`src/rtl/cpu_lab_pkg.sv`:
```
// cpu_lab_pkg: shared FSM encoding, header byte and default bit period for the RAM dump transmitter.
package cpu_lab_pkg;
    typedef enum logic [2:0] {IDLE, RD, RWAIT, SEND, NEXT, FIN} dump_state_t;
    localparam logic [7:0] HDR_BYTE = 8'hA5;
    localparam int CLK_DIV_DEF = 868;
endpackage

```
`src/rtl/uart_tx_byte.sv`:
```
// uart_tx_byte: 8N1 serializer; ready also rises in the last stop-bit cycle so back-to-back loads leave no idle gap.
module uart_tx_byte import cpu_lab_pkg::*; #(
    parameter int CLK_DIV = CLK_DIV_DEF
) (
    input  logic       clk,
    input  logic       RST_n,
    input  logic       load,
    input  logic [7:0] data,
    output logic       ready,
    output logic       txd
);
    localparam int CW = $clog2(CLK_DIV + 1);
    logic          active;
    logic [CW-1:0] cnt;
    logic [3:0]    bit_idx;
    logic [8:0]    sh;
    logic          bit_end;
    assign bit_end = cnt == CW'(CLK_DIV - 1);
    assign ready   = !active || (bit_end && bit_idx == 4'd9);
    always_ff @(posedge clk or negedge RST_n) begin
        if (!RST_n) begin
            active  <= 1'b0;
            cnt     <= '0;
            bit_idx <= '0;
            sh      <= '1;
            txd     <= 1'b1;
        end else if (load && ready) begin
            active  <= 1'b1;
            cnt     <= '0;
            bit_idx <= '0;
            sh      <= {1'b1, data};
            txd     <= 1'b0;
        end else if (active) begin
            if (!bit_end) begin
                cnt <= cnt + CW'(1);
            end else if (bit_idx == 4'd9) begin
                active <= 1'b0;
                cnt    <= '0;
            end else begin
                // the stop bit is the 1 parked above the data byte
                cnt     <= '0;
                bit_idx <= bit_idx + 4'd1;
                txd     <= sh[0];
                sh      <= {1'b1, sh[8:1]};
            end
        end
    end
endmodule

```
`src/rtl/ram_dump_tx.sv`:
```
// ram_dump_tx: reads a word range from the data memory debug port and streams it LSB-first over UART 8N1.
// Define RAM_DUMP_HDR_EN to prefix non-empty dumps with 0xA5 and the 16-bit start address.
module ram_dump_tx import cpu_lab_pkg::*; #(
    parameter int CLK_DIV = CLK_DIV_DEF,
    parameter int ADDR_W  = 12
) (
    input  logic              clk,
    input  logic              RST_n,
    input  logic              start,
    input  logic [ADDR_W-1:0] addr_first,
    input  logic [ADDR_W-1:0] addr_last,
    output logic [ADDR_W-1:0] rd_addr,
    input  logic [31:0]       rd_data,
    output logic              txd,
    output logic              busy,
    output logic              done
);
    dump_state_t       state;
    logic [ADDR_W-1:0] last_q;
    logic [31:0]       word_q;
    logic [2:0]        nsent;
    logic              ready;
    logic              load;
    logic [7:0]        tx_byte;
    logic              sent_all;
`ifdef RAM_DUMP_HDR_EN
    logic [ADDR_W-1:0] first_q;
    logic [1:0]        hdr_cnt;
    logic [15:0]       hdr_addr;
    assign hdr_addr = 16'(first_q);
    assign tx_byte  = hdr_cnt == 2'd3 ? HDR_BYTE :
                      hdr_cnt == 2'd2 ? hdr_addr[7:0] :
                      hdr_cnt == 2'd1 ? hdr_addr[15:8] : word_q[7:0];
    assign sent_all = nsent == 3'd4 && hdr_cnt == 2'd0;
`else
    assign tx_byte  = word_q[7:0];
    assign sent_all = nsent == 3'd4;
`endif
    assign load = state == SEND && ready && !sent_all;

    uart_tx_byte #(.CLK_DIV(CLK_DIV)) u_tx (
        .clk  (clk),
        .RST_n(RST_n),
        .load (load),
        .data (tx_byte),
        .ready(ready),
        .txd  (txd)
    );

    always_ff @(posedge clk or negedge RST_n) begin
        if (!RST_n) begin
            state   <= IDLE;
            rd_addr <= '0;
            last_q  <= '0;
            word_q  <= '0;
            nsent   <= '0;
            busy    <= 1'b0;
            done    <= 1'b0;
`ifdef RAM_DUMP_HDR_EN
            first_q <= '0;
            hdr_cnt <= '0;
`endif
        end else begin
            done <= 1'b0;
            case (state)
                IDLE: if (start) begin
                    busy    <= 1'b1;
                    rd_addr <= addr_first;
                    last_q  <= addr_last;
`ifdef RAM_DUMP_HDR_EN
                    first_q <= addr_first;
                    hdr_cnt <= addr_last < addr_first ? 2'd0 : 2'd3;
`endif
                    // an empty range goes straight to the end-of-range check
                    state   <= addr_last < addr_first ? NEXT : RD;
                end
                RD:    state <= RWAIT;
                RWAIT: begin
                    word_q <= rd_data;
                    state  <= SEND;
                end
                SEND: if (ready) begin
                    if (sent_all) begin
                        nsent <= '0;
                        state <= NEXT;
                    end else begin
`ifdef RAM_DUMP_HDR_EN
                        if (hdr_cnt != 2'd0) begin
                            hdr_cnt <= hdr_cnt - 2'd1;
                        end else begin
                            nsent  <= nsent + 3'd1;
                            word_q <= word_q >> 8;
                        end
`else
                        nsent  <= nsent + 3'd1;
                        word_q <= word_q >> 8;
`endif
                    end
                end
                NEXT: if (rd_addr < last_q) begin
                    rd_addr <= rd_addr + ADDR_W'(1);
                    state   <= RD;
                end else begin
                    busy  <= 1'b0;
                    done  <= 1'b1;
                    state <= FIN;
                end
                FIN:     state <= IDLE;
                default: state <= IDLE;
            endcase
        end
    end
endmodule

```
`config.mk`:
```
export PLATFORM = sky130hd
export DESIGN_NAME = ram_dump_tx
export DESIGN_NICKNAME = d
export VERILOG_FILES = /design/src/rtl/cpu_lab_pkg.sv /design/src/rtl/uart_tx_byte.sv /design/src/rtl/ram_dump_tx.sv
export SDC_FILE = /design/constraint.sdc
export NUM_CORES = 1
export LEC_CHECK = 0
export CAP_MARGIN = 20
export CELL_PAD_IN_SITES_DETAIL_PLACEMENT = 0
export CELL_PAD_IN_SITES_GLOBAL_PLACEMENT = 1
export CORE_MARGIN = 2
export CORE_UTILIZATION = 42
export CTS_CLUSTER_DIAMETER = 50
export DETAILED_ROUTE_END_ITERATION = 16
export PLACE_DENSITY = 0.87
export RECOVER_POWER = 25
export SETUP_SLACK_MARGIN = 0.4
export SYNTH_ARGS = -nofsm -noshare
export SYNTH_HDL_FRONTEND = slang
export SYNTH_SLANG_ARGS = --single-unit
export TNS_END_PERCENT = 50
```
`constraint.sdc`:
```
create_clock -name clk -period 3 [get_ports clk]
set_clock_uncertainty 0.05 [all_clocks]
set_input_delay 0.3 -clock clk [delete_from_list [all_inputs] [get_ports clk]]
set_output_delay 0.3 -clock clk [all_outputs]
set_load 0.03 [all_outputs]
```
==> results.yml, run 1 <==
outcome:
  outcome: "finished clean"
sta:
  finalCritPeriodShare_pct: 85.5
  hold_violations: 0
  worst_relative_slew_slack_pct: 25.2
  min_period_ns: 2.56
  rsz0062_at_grt: "false"
  max_slew.worst_pin.slew_ns: 1.12
  timing.setup.tns_ns: 0
  setup_viol: 0
  maxClockFrequency_mhz: 390
  maxSlewViolCount: 0
final_layout:
  finish.net_count: 646
  antenna_cells_inserted: 0
  synthesis_to_finish_area_growth_pct: 25.3
  final_util_pct: 53.4
  layout_commonest_cell: "sky130_fd_sc_hd__dfrtp_1"
  final_cell_mix: "sky130_fd_sc_hd__dfrtp_1, sky130_fd_sc_hd__clkdlybuf4s50_1, sky130_fd_sc_hd__nand2_1"
  fillerInstances: 1042
  share_of_final_layout_standard_cells_stronger_than_drive_strength_1_pct: 12.4
synthesis:
  synth_cell_type_count: 59
  postSynth.asyncResetShare_pct: 100
  ys_warn_count: 0
  synth_largest_area_cell: "sky130_fd_sc_hd__dfrtp_1"
  ys.flop_type: "sky130_fd_sc_hd__dfrtp_1"
  synth.yosys.seq_area_share_pct: 45.9
  synth_area_per_cell_um2: 9.96
  postSynthRegisterBits: 88
  synth_area_um2: 4820
  synth.area.top_cells: "sky130_fd_sc_hd__dfrtp_1, sky130_fd_sc_hd__ha_1, sky130_fd_sc_hd__a2bb2oi_2"
  syn_nets: 571
  netlist_instances: 484
  synth_top_area_share_pct: 41.0
  post_synth_edffs: 0
clock_network:
  cts_htree_levels: 3
  clk_latency_ns: 0.34
  clock_sinks: 88
  numCtsBuffers: 9
  clk_path_buf_depth: 2
  root_buffer: "sky130_fd_sc_hd__clkbuf_16"
  clock_transition_at_path_regs_ns: 0.06
  tritoncts: "yes"
route:
  detail_route.iter0.violations: 274
  route.detailed.drc: 0
  drt-wirelength-per-cell_um: 15.9
  drt_pass1_iterations: 5
  ant_nets: 0
  num_vias: 3940
  route.detailed.vias_per_inst: 5.58
  finalWirelength_um: 11200
worst_setup_path:
  crit_fanout: 2
  critPathRequiredTime_ns: 3.18
  maximum_single_stage_delay_on_the_critical_path_ns: 0.80
  cells_along_the_critical_path: "clkdlybuf4s50_1, inv_1, ha_1, a21oi_1, nor2_1, a2111oi_0, o211ai_1, a22o_1"
  worst_ep_arrival_time_ns: 2.74
  critPathLaunchType: "primary input"
  timing.critical_path.slowest_stage_cell: "sky130_fd_sc_hd__a2111oi_0"
  worst_path_dominant_cell_family: "compound AO/OA/AOI/OAI gates"
  critical_path_class: "in2reg"
  path_buf_inv: 2
  setup.worst_path.end_class: "register"
job:
  max_cap_violations: 0
hold_path:
  min-delay-path-class: "reg2reg"
grt:
  grt_overflow_total: 0
  grt_first_pass_wirelength_um: 19000
  antenna_found_initial: 0
  via_count_of_the_first_global_routing_pass: 3945
  grt_usage_pct: 18.6
  largest_net_degree_at_the_start_of_global_routing: 47
power:
  power.switching_w: 0.00141
  p_leak_nw: 2.54
  vdd_ir_drop_max_v: 0.000344
  power_per_unit_of_standard_cell_area_nw_per_um2: 728
  share_clk_of_total_power_pct: 25.4
  intPower_w: 0.00299
  p_comb_share_pct: 29.0
  seq_power_share_pct: 45.6
  switching_share_pct: 32.1
die:
  row_count: 39
  die_h_um: 111
  die_outline_area_um2: 12300
  start_util_pct: 42.6
  floorplan.core_area_um2: 11300
  die_width_um: 111
  top_level_ports: 74
placement:
  detailedPlacementHpwl_um: 8040
  count_of_input_and_output_buffers: 73
  finalWeightedCongestion: 0.877
## cells in the mapped netlist (3+ instances only)
cell                        number
sky130_fd_sc_hd__nand4_1         7
sky130_fd_sc_hd__o21ai_0        41
sky130_fd_sc_hd__mux2i_1        11
sky130_fd_sc_hd__nor2_1         28
sky130_fd_sc_hd__mux2_2          3
sky130_fd_sc_hd__dfrtp_1        79
sky130_fd_sc_hd__dfstp_2         9
sky130_fd_sc_hd__or4_1           3
sky130_fd_sc_hd__o21a_1          4
sky130_fd_sc_hd__nand2_1        64
sky130_fd_sc_hd__a2bb2oi_2      20
sky130_fd_sc_hd__o22ai_1        24
sky130_fd_sc_hd__or3_1           4
sky130_fd_sc_hd__and2_1          3
sky130_fd_sc_hd__a21oi_1        12
sky130_fd_sc_hd__xnor2_1         7
sky130_fd_sc_hd__ha_1           28
sky130_fd_sc_hd__nand3_1        10
sky130_fd_sc_hd__o211ai_1        4
sky130_fd_sc_hd__a2bb2oi_1       4
sky130_fd_sc_hd__and3_1          5
sky130_fd_sc_hd__a311oi_1        3
sky130_fd_sc_hd__inv_1          30
sky130_fd_sc_hd__nor3_1         10
sky130_fd_sc_hd__clkbuf_1       19
sky130_fd_sc_hd__a211oi_1        5
## per-layer routing
metal	GRT usage, %	part of all wire (%)
met5	0	0
met4	6.34	2.1
met3	3.01	3.5
met2	30.0	48
met1	25.7	47
## cells by family (layout without fill, tap and decap cells)
logic type | count (synthesis) | after routing | synth area share, %
AO/OA/AOI/OAI | 139 | 139 | 22.6
XOR/XNOR | 9 | 9 | 1.64
adder cells (fa/ha/maj) | 28 | 28 | 7.27
buffers and inverters | 54 | 133 | 4.65
flip-flops | 88 | 88 | 45.9
multiplexers | 14 | 14 | 2.99
AND/OR/NAND/NOR | 152 | 152 | 15.0
## area by class of cell
type                            count  area [um^2]  area share (%)
Clock buffer                       12          246            4.08
Clock inverter                      3         42.5           0.704
Inverter                           30          113            1.86
Multi-Input combinational cell    342         2390            39.6
Sequential cell                    88         2210            36.6
Tap cell                          143          179            2.96
Timing Repair Buffer               88          853            14.1
## path summary, 6_finish.rpt
kind	endpoint	depth (start not counted)	startpoint	slack, ns
setup / recovery	state[0]	8	addr_first[9]	0.44
max in group asynchronous	u_tx.sh[2]	3	RST_n	1.37
hold reg to reg	busy	1	busy	0.44
min in group asynchronous	rd_addr[2]	2	RST_n	0.65
setup reg to reg	rd_addr[2]	6	rd_addr[11]	0.57
hold / removal	busy	1	busy	0.44
## power by group through the flow
stage	Sequential (W)	Clock, W	Combinational, W
floorplan	0.00203	0	0.000791
global placement	0.00200	0	0.00123
detailed placement	0.00202	0	0.00128
CTS	0.00200	0.00113	0.00129
global route	0.00207	0.00118	0.00142
finish	0.00200	0.00112	0.00128
## stage by stage
| stage | instance area (um^2) | total power (W) | std cells | worst slack [ns] | hold WS, ns |
|---|---|---|---|---|---|
| after detailed placement | 5730 | 0.00330 | 688 | 0.197 | 0.280 |
| after global placement | 5730 | 0.00324 | 688 | 0.107 | 0.286 |
| after CTS | 6030 | 0.00442 | 704 | 0.484 | 0.450 |
| final | 6040 | 0.00440 | 706 | 0.436 | 0.444 |
| after floorplan | 4820 | 0.00282 | 484 | 0.848 | -0.0456 |
| after global routing | 6040 | 0.00467 | 706 | 0.418 | 0.470 |
## what timing repair did
item                       CTS  global route
hold buffers                 1             0
setup endpoints to repair    0            25
gates resized for setup      0             0
setup buffers                0             2
hold endpoints to repair    41             0
## registers in the layout (all words and copies together), names as in the netlist
register and count:
last_q 12, rd_addr 12, u_tx.active 1, u_tx.txd 1, done 1, word_q 32
u_tx.sh 8, busy 1, nsent 3, u_tx.cnt 10, u_tx.bit_idx 4, state 3
No activity file was read; power rests on OpenSTA's default activity.
==> inputs of run 2 (changes only) <==
REMOVE_ABC_BUFFERS = 1   (was default)
==> run 2 against run 1 <==
Effect of this change: sequential power about the same; utilization about the same; cell count grew 0.28%; clock power is 5% lower; non-clock buffer count rose by 1; maximum frequency up 11%; first-iteration DRC count decreased by 28%; die area unchanged; final area barely moved; combinational power hardly changed.
==> results.yml, run 2 (synthesized netlist as in run 1, its figures left out) <==
grt:
  antenna_found_initial: 0
  largest_net_degree_at_the_start_of_global_routing: 85
  via_count_of_the_first_global_routing_pass: 4024
  grt_overflow_total: 0
  grt_usage_pct: 19.2
  grt_first_pass_wirelength_um: 19300
route:
  drt_pass1_iterations: 5
  detail_route.iter0.violations: 198
  route.detailed.vias_per_inst: 5.56
  finalWirelength_um: 11400
  ant_nets: 0
  num_vias: 3933
  drt-wirelength-per-cell_um: 16.1
  route.detailed.drc: 0
sta:
  finalCritPeriodShare_pct: 76.8
  rsz0062_at_grt: "false"
  min_period_ns: 2.30
  max_slew.worst_pin.slew_ns: 0.794
  maxClockFrequency_mhz: 434
  setup_viol: 0
  maxSlewViolCount: 0
  hold_violations: 0
  worst_relative_slew_slack_pct: 45.7
final_layout:
  largest_registers: "word_q x32, last_q x12, rd_addr x12"
  finish.net_count: 647
  layout_commonest_cell: "sky130_fd_sc_hd__dfrtp_1"
  multi_input_area_um2: 2390
  fillerInstances: 1028
  antenna_cells_inserted: 0
  share_of_final_layout_standard_cells_stronger_than_drive_strength_1_pct: 12.6
  final_cell_mix: "sky130_fd_sc_hd__dfrtp_1, sky130_fd_sc_hd__clkdlybuf4s50_1, sky130_fd_sc_hd__nand2_1"
  synthesis_to_finish_area_growth_pct: 25.3
  final_cell_count_no_fill: 708
  seq_area_um2: 2210
  largest-register: "word_q"
  largest_register_ffs: 32
worst_setup_path:
  maximum_single_stage_delay_on_the_critical_path_ns: 0.41
  cells_along_the_critical_path: "buf_4, a21boi_0, nand2_1, and2b_1, or2_1, buf_4, a2bb2oi_1"
  timing.rr.start: "state[0]"
  critical_path_class: "reg2reg"
  ff2ff_path_depth: 7
  r2r-end: "word_q[3]"
  crit_fanout: 29
  worst_ep_arrival_time_ns: 2.53
  worst_path_most_repeated_cell: "sky130_fd_sc_hd__buf_4"
  ff2ff_setup_slack_ns: 0.70
  setup.worst_path.end_class: "register"
  critPathLaunchType: "register"
  timing.critical_path.slowest_stage_cell: "sky130_fd_sc_hd__a21boi_0"
  critPathRequiredTime_ns: 3.22
placement:
  dp.cells: 688
  finalWeightedCongestion: 0.861
  count_of_input_and_output_buffers: 73
  detailedPlacementHpwl_um: 8200
clock_network:
  clock_transition_at_path_regs_ns: 0.07
  numCtsBuffers: 9
  root_buffer: "sky130_fd_sc_hd__clkbuf_16"
  tritoncts: "yes"
  cts_htree_levels: 3
  clk_path_buf_depth: 2
  clock_sinks: 88
  post_cts_resize_count: 0
  clk_latency_ns: 0.35
hold_path:
  hold-path-endpoint: "last_q[0]"
  hold-path-cell-count: 2
  min-delay-path-class: "reg2reg"
  worstHoldStart: "last_q[0]"
die:
  die_width_um: 111
  floorplan.core_area_um2: 11300
  top_level_ports: 74
  die_outline_area_um2: 12300
  die_h_um: 111
  row_count: 39
  start_util_pct: 42.6
power:
  vdd_ir_drop_max_v: 0.000444
  p_leak_nw: 2.53
  totalPowerFinal_w: 0.00434
  power_per_unit_of_standard_cell_area_nw_per_um2: 719
outcome:
  outcome: "finished clean"
job:
  max_cap_violations: 0
-- run 2: worst max-delay path by stage --
| stage | slack [ns] | from | endpoint | depth (start not counted) |
|---|---|---|---|---|
| 2_1_floorplan | -0.97 | state[2] | word_q[0] | 5 |
| 6_report | 0.70 | state[0] | word_q[3] | 7 |
| 5_1_grt | 0.42 | state[0] | word_q[1] | 7 |
| 3_3_place_gp | 0.35 | addr_first[9] | state[0] | 8 |
| 3_5_place_dp | 0.39 | addr_first[9] | state[0] | 8 |
| 4_1_cts | 0.49 | u_tx.cnt[0] | word_q[3] | 7 |
-- run 2: routing by layer --
metal	track usage, %	routed length [um]
met5	0	0
met3	4.32	406
met4	7.16	212
met2	32.8	5770
met1	24.0	5030
-- run 2: worst max-delay path: cells and delay by family (launching register included) --
kind                   cells  cell delay, ns
buffers and inverters      2            0.64
AND/OR/NAND/NOR            3            0.55
AO/OA/AOI/OAI              2            0.60
flip-flops                 1            0.37
-- run 2: area by class of cell --
class	count	area share [%]
Clock inverter	5	0.684
Timing Repair Buffer	89	14.4
Clock buffer	11	3.85
Tap cell	143	2.96
Multi-Input combinational cell	342	39.6
Sequential cell	88	36.6
Inverter	30	1.86
-- run 2: repair_timing --
| item | 4_1_cts | 5_1_grt |
|---|---|---|
| setup buffers | 0 | 2 |
| hold buffers | 0 | 1 |
| setup endpoints to repair | 0 | 30 |
| endpoints found under the hold margin | 0 | 9 |
-- run 2: stage by stage --
stage / cell area [um^2] / utilization [%] / setup WS, ns / hold WS (ns) / TNS, ns
after floorplan: 4710 / - / -0.966 / -0.0456 / -25.36
after global placement: 5720 / 50.5 / 0.349 / 0.426 / 0
after detailed placement: 5720 / 50.5 / 0.392 / 0.434 / 0
after CTS: 5990 / 52.9 / 0.489 / 0.142 / 0
after global routing: 6040 / 53.3 / 0.423 / 0.483 / 0
final: 6040 / 53.3 / 0.695 / 0.442 / 0
-- run 2: report_power, final --
group          leakage (nW)  switching [W]  internal (W)
Clock                 0.126       0.000489      0.000568
Combinational          1.37       0.000604      0.000678
Sequential             1.03       0.000356       0.00165
Total                  2.53        0.00145       0.00289
==> inputs of run 3 (changes only) <==
clock period = 2.3 ns   (was 3 ns; I/O delays follow)
==> run 3 against run 2 <==
Effect of this change: register-to-register slack got worse by 0.57 ns; cell count increased by 6.9%; utilization increased by 8.7 points; sequential power increased by 30%; maximum frequency increased by 6.2%; sequential share of layout area decreased by 5.1 points; count of clock-buffer cells in the layout increased by 1; non-clock buffer count increased by 48; setup slack got worse by 0.57 ns; wire length increased by 20%.
==> results.yml, run 3 (synthesized netlist as in run 1, its figures left out) <==
outcome:
  outcome: "finished clean"
power:
  vdd_ir_drop_max_v: 0.000504
  power.switching_w: 0.00216
  p_leak_nw: 2.93
  seq_power_share_pct: 40.6
  switching_share_pct: 33.6
  intPower_w: 0.00426
  p_comb_share_pct: 35.8
  share_clk_of_total_power_pct: 23.5
  power_per_unit_of_standard_cell_area_nw_per_um2: 913
  totalPowerFinal_w: 0.00642
worst_setup_path:
  ff2ff_setup_slack_ns: 0.13
  critPathLaunchType: "register"
  setup.worst_path.end_class: "register"
  critPathRequiredTime_ns: 2.48
  critical_path.endpoint: "word_q[7]"
  ff2ff_path_depth: 8
  maximum_single_stage_delay_on_the_critical_path_ns: 0.48
  critical_path_class: "reg2reg"
  timing.critical_path.slowest_stage_cell: "sky130_fd_sc_hd__o41ai_4"
  timing.rr.start: "u_tx.cnt[1]"
  r2r-end: "word_q[7]"
  worst_ep_arrival_time_ns: 2.35
  cells_along_the_critical_path: "ha_2, nand4b_1, o41ai_4, buf_4, nand2_4, buf_16, o22ai_2, a2bb2oi_2"
  crit_fanout: 12
  startpoint: "u_tx.cnt[1]"
route:
  ant_nets: 0
  drt_pass1_iterations: 5
  finalWirelength_um: 13700
  drt-wirelength-per-cell_um: 18.1
  route.detailed.drc: 0
  detail_route.iter0.violations: 283
  route.detailed.vias_per_inst: 5.72
  num_vias: 4333
final_layout:
  layout_commonest_cell: "sky130_fd_sc_hd__dfrtp_1"
  share_of_final_layout_standard_cells_stronger_than_drive_strength_1_pct: 30.8
  final_cell_mix: "sky130_fd_sc_hd__dfrtp_1, sky130_fd_sc_hd__clkdlybuf4s50_1, sky130_fd_sc_hd__nand2_1"
  largest_registers: "word_q x32, last_q x12, rd_addr x12"
  largest_register_ffs: 32
  largest-register: "word_q"
  fin_area_um2: 7030
  finish.net_count: 696
  synthesis_to_finish_area_growth_pct: 45.8
  antenna_cells_inserted: 0
clock_network:
  clock_transition_at_path_regs_ns: 0.07
  cts_htree_levels: 3
  clk_latency_ns: 0.35
  tritoncts: "yes"
  clock_sinks: 88
  root_buffer: "sky130_fd_sc_hd__clkbuf_16"
  numCtsBuffers: 9
  clk_path_buf_depth: 2
sta:
  worst_relative_slew_slack_pct: 39.4
  maxSlewViolCount: 0
  maxClockFrequency_mhz: 461
  rsz0062_at_grt: "true"
  max_slew.worst_pin.slew_ns: 0.908
  finalCritPeriodShare_pct: 94.4
  timing.setup.tns_ns: 0
  setup_viol: 0
  min_period_ns: 2.17
  hold_violations: 0
grt:
  grt_usage_pct: 21.3
  via_count_of_the_first_global_routing_pass: 4330
  grt_overflow_total: 0
  antenna_found_initial: 0
  largest_net_degree_at_the_start_of_global_routing: 58
  grt_first_pass_wirelength_um: 21200
placement:
  placedInstanceArea_um2: 5970
  finalWeightedCongestion: 0.857
  count_of_input_and_output_buffers: 73
  detailedPlacementHpwl_um: 8440
die:
  die_h_um: 111
  die_width_um: 111
  row_count: 39
  floorplan.core_area_um2: 11300
  start_util_pct: 42.6
  top_level_ports: 74
  die_outline_area_um2: 12300
job:
  max_cap_violations: 0
hold_path:
  min-delay-path-class: "in2reg"
-- run 3: cell count changes in the layout (fill, tap and decap cells not counted), sizes merged --
cell / previous run / this run
buf: 15 / 61
clkbuf: 12 / 15
a21o: 2 / 3
bufinv: 0 / 1
clkinv: 2 / 1
clkinvlp: 2 / 1
-- run 3: worst min-delay path by stage --
stage               cells past startpoint          end          from
global route                            3   word_q[27]   rd_data[27]
global placement                        1  u_tx.cnt[9]         RST_n
finish                                  3    last_q[0]  addr_last[0]
floorplan                               0         busy         RST_n
detailed placement                      1  u_tx.cnt[9]         RST_n
CTS                                     2  u_tx.cnt[9]         RST_n
-- run 3: layout make-up --
cell class / instances / area [um^2]
Tap cell: 143 / 179
Sequential cell: 88 / 2210
Multi-Input combinational cell: 343 / 2800
Clock buffer: 12 / 246
Fill cell: 889 / 4290
Timing Repair Buffer: 137 / 1420
Inverter: 30 / 113
Clock inverter: 4 / 55.1
-- run 3: metal layers --
metal  GRT usage [%]  part of all wire (%)  vias to the layer above
li1                -                     -                     2026
met1            26.3                    42                     2144
met2            36.4                    52                      130
met3            3.66                   3.9                       33
met4            9.71                   2.7                        0
met5               0                     0                        -
-- run 3: power groups by stage --
stage | registers (W) | clock network, W | logic (W)
after floorplan | 0.00265 | 0 | 0.00103
final | 0.00261 | 0.00151 | 0.00230
after global placement | 0.00253 | 0 | 0.00184
after detailed placement | 0.00255 | 0 | 0.00190
after CTS | 0.00255 | 0.00153 | 0.00211
after global routing | 0.00267 | 0.00160 | 0.00251
-- run 3: timing repair --
action | CTS | global route
gates cloned | 4 | 4
hold endpoints to repair | 31 | 0
setup endpoints to repair | 72 | 76
buffers inserted | 9 | 8
pin swaps | 16 | 16
resized for setup | 55 | 65
hold buffers | 1 | 0
-- run 3: per-stage QoR --
stage                     util, %  hold slack (ns)  worst slack, ns  cells
after floorplan                 -           -0.116            -1.67    460
final                        62.1            0.389            0.129    757
after CTS                    59.0            0.351            0.208    745
after global routing         62.1            0.400          0.00649    757
after global placement       52.7            0.169          -0.0994    715
after detailed placement     52.7            0.169           -0.221    715
-- run 3: critical path: cells and delay by family, from the launching register on --
kind	cells	cell delay (ns)
compound gates	3	0.72
fa+ha+maj	1	0.21
buf+inv	2	0.39
flops	1	0.40
simple gates	2	0.28
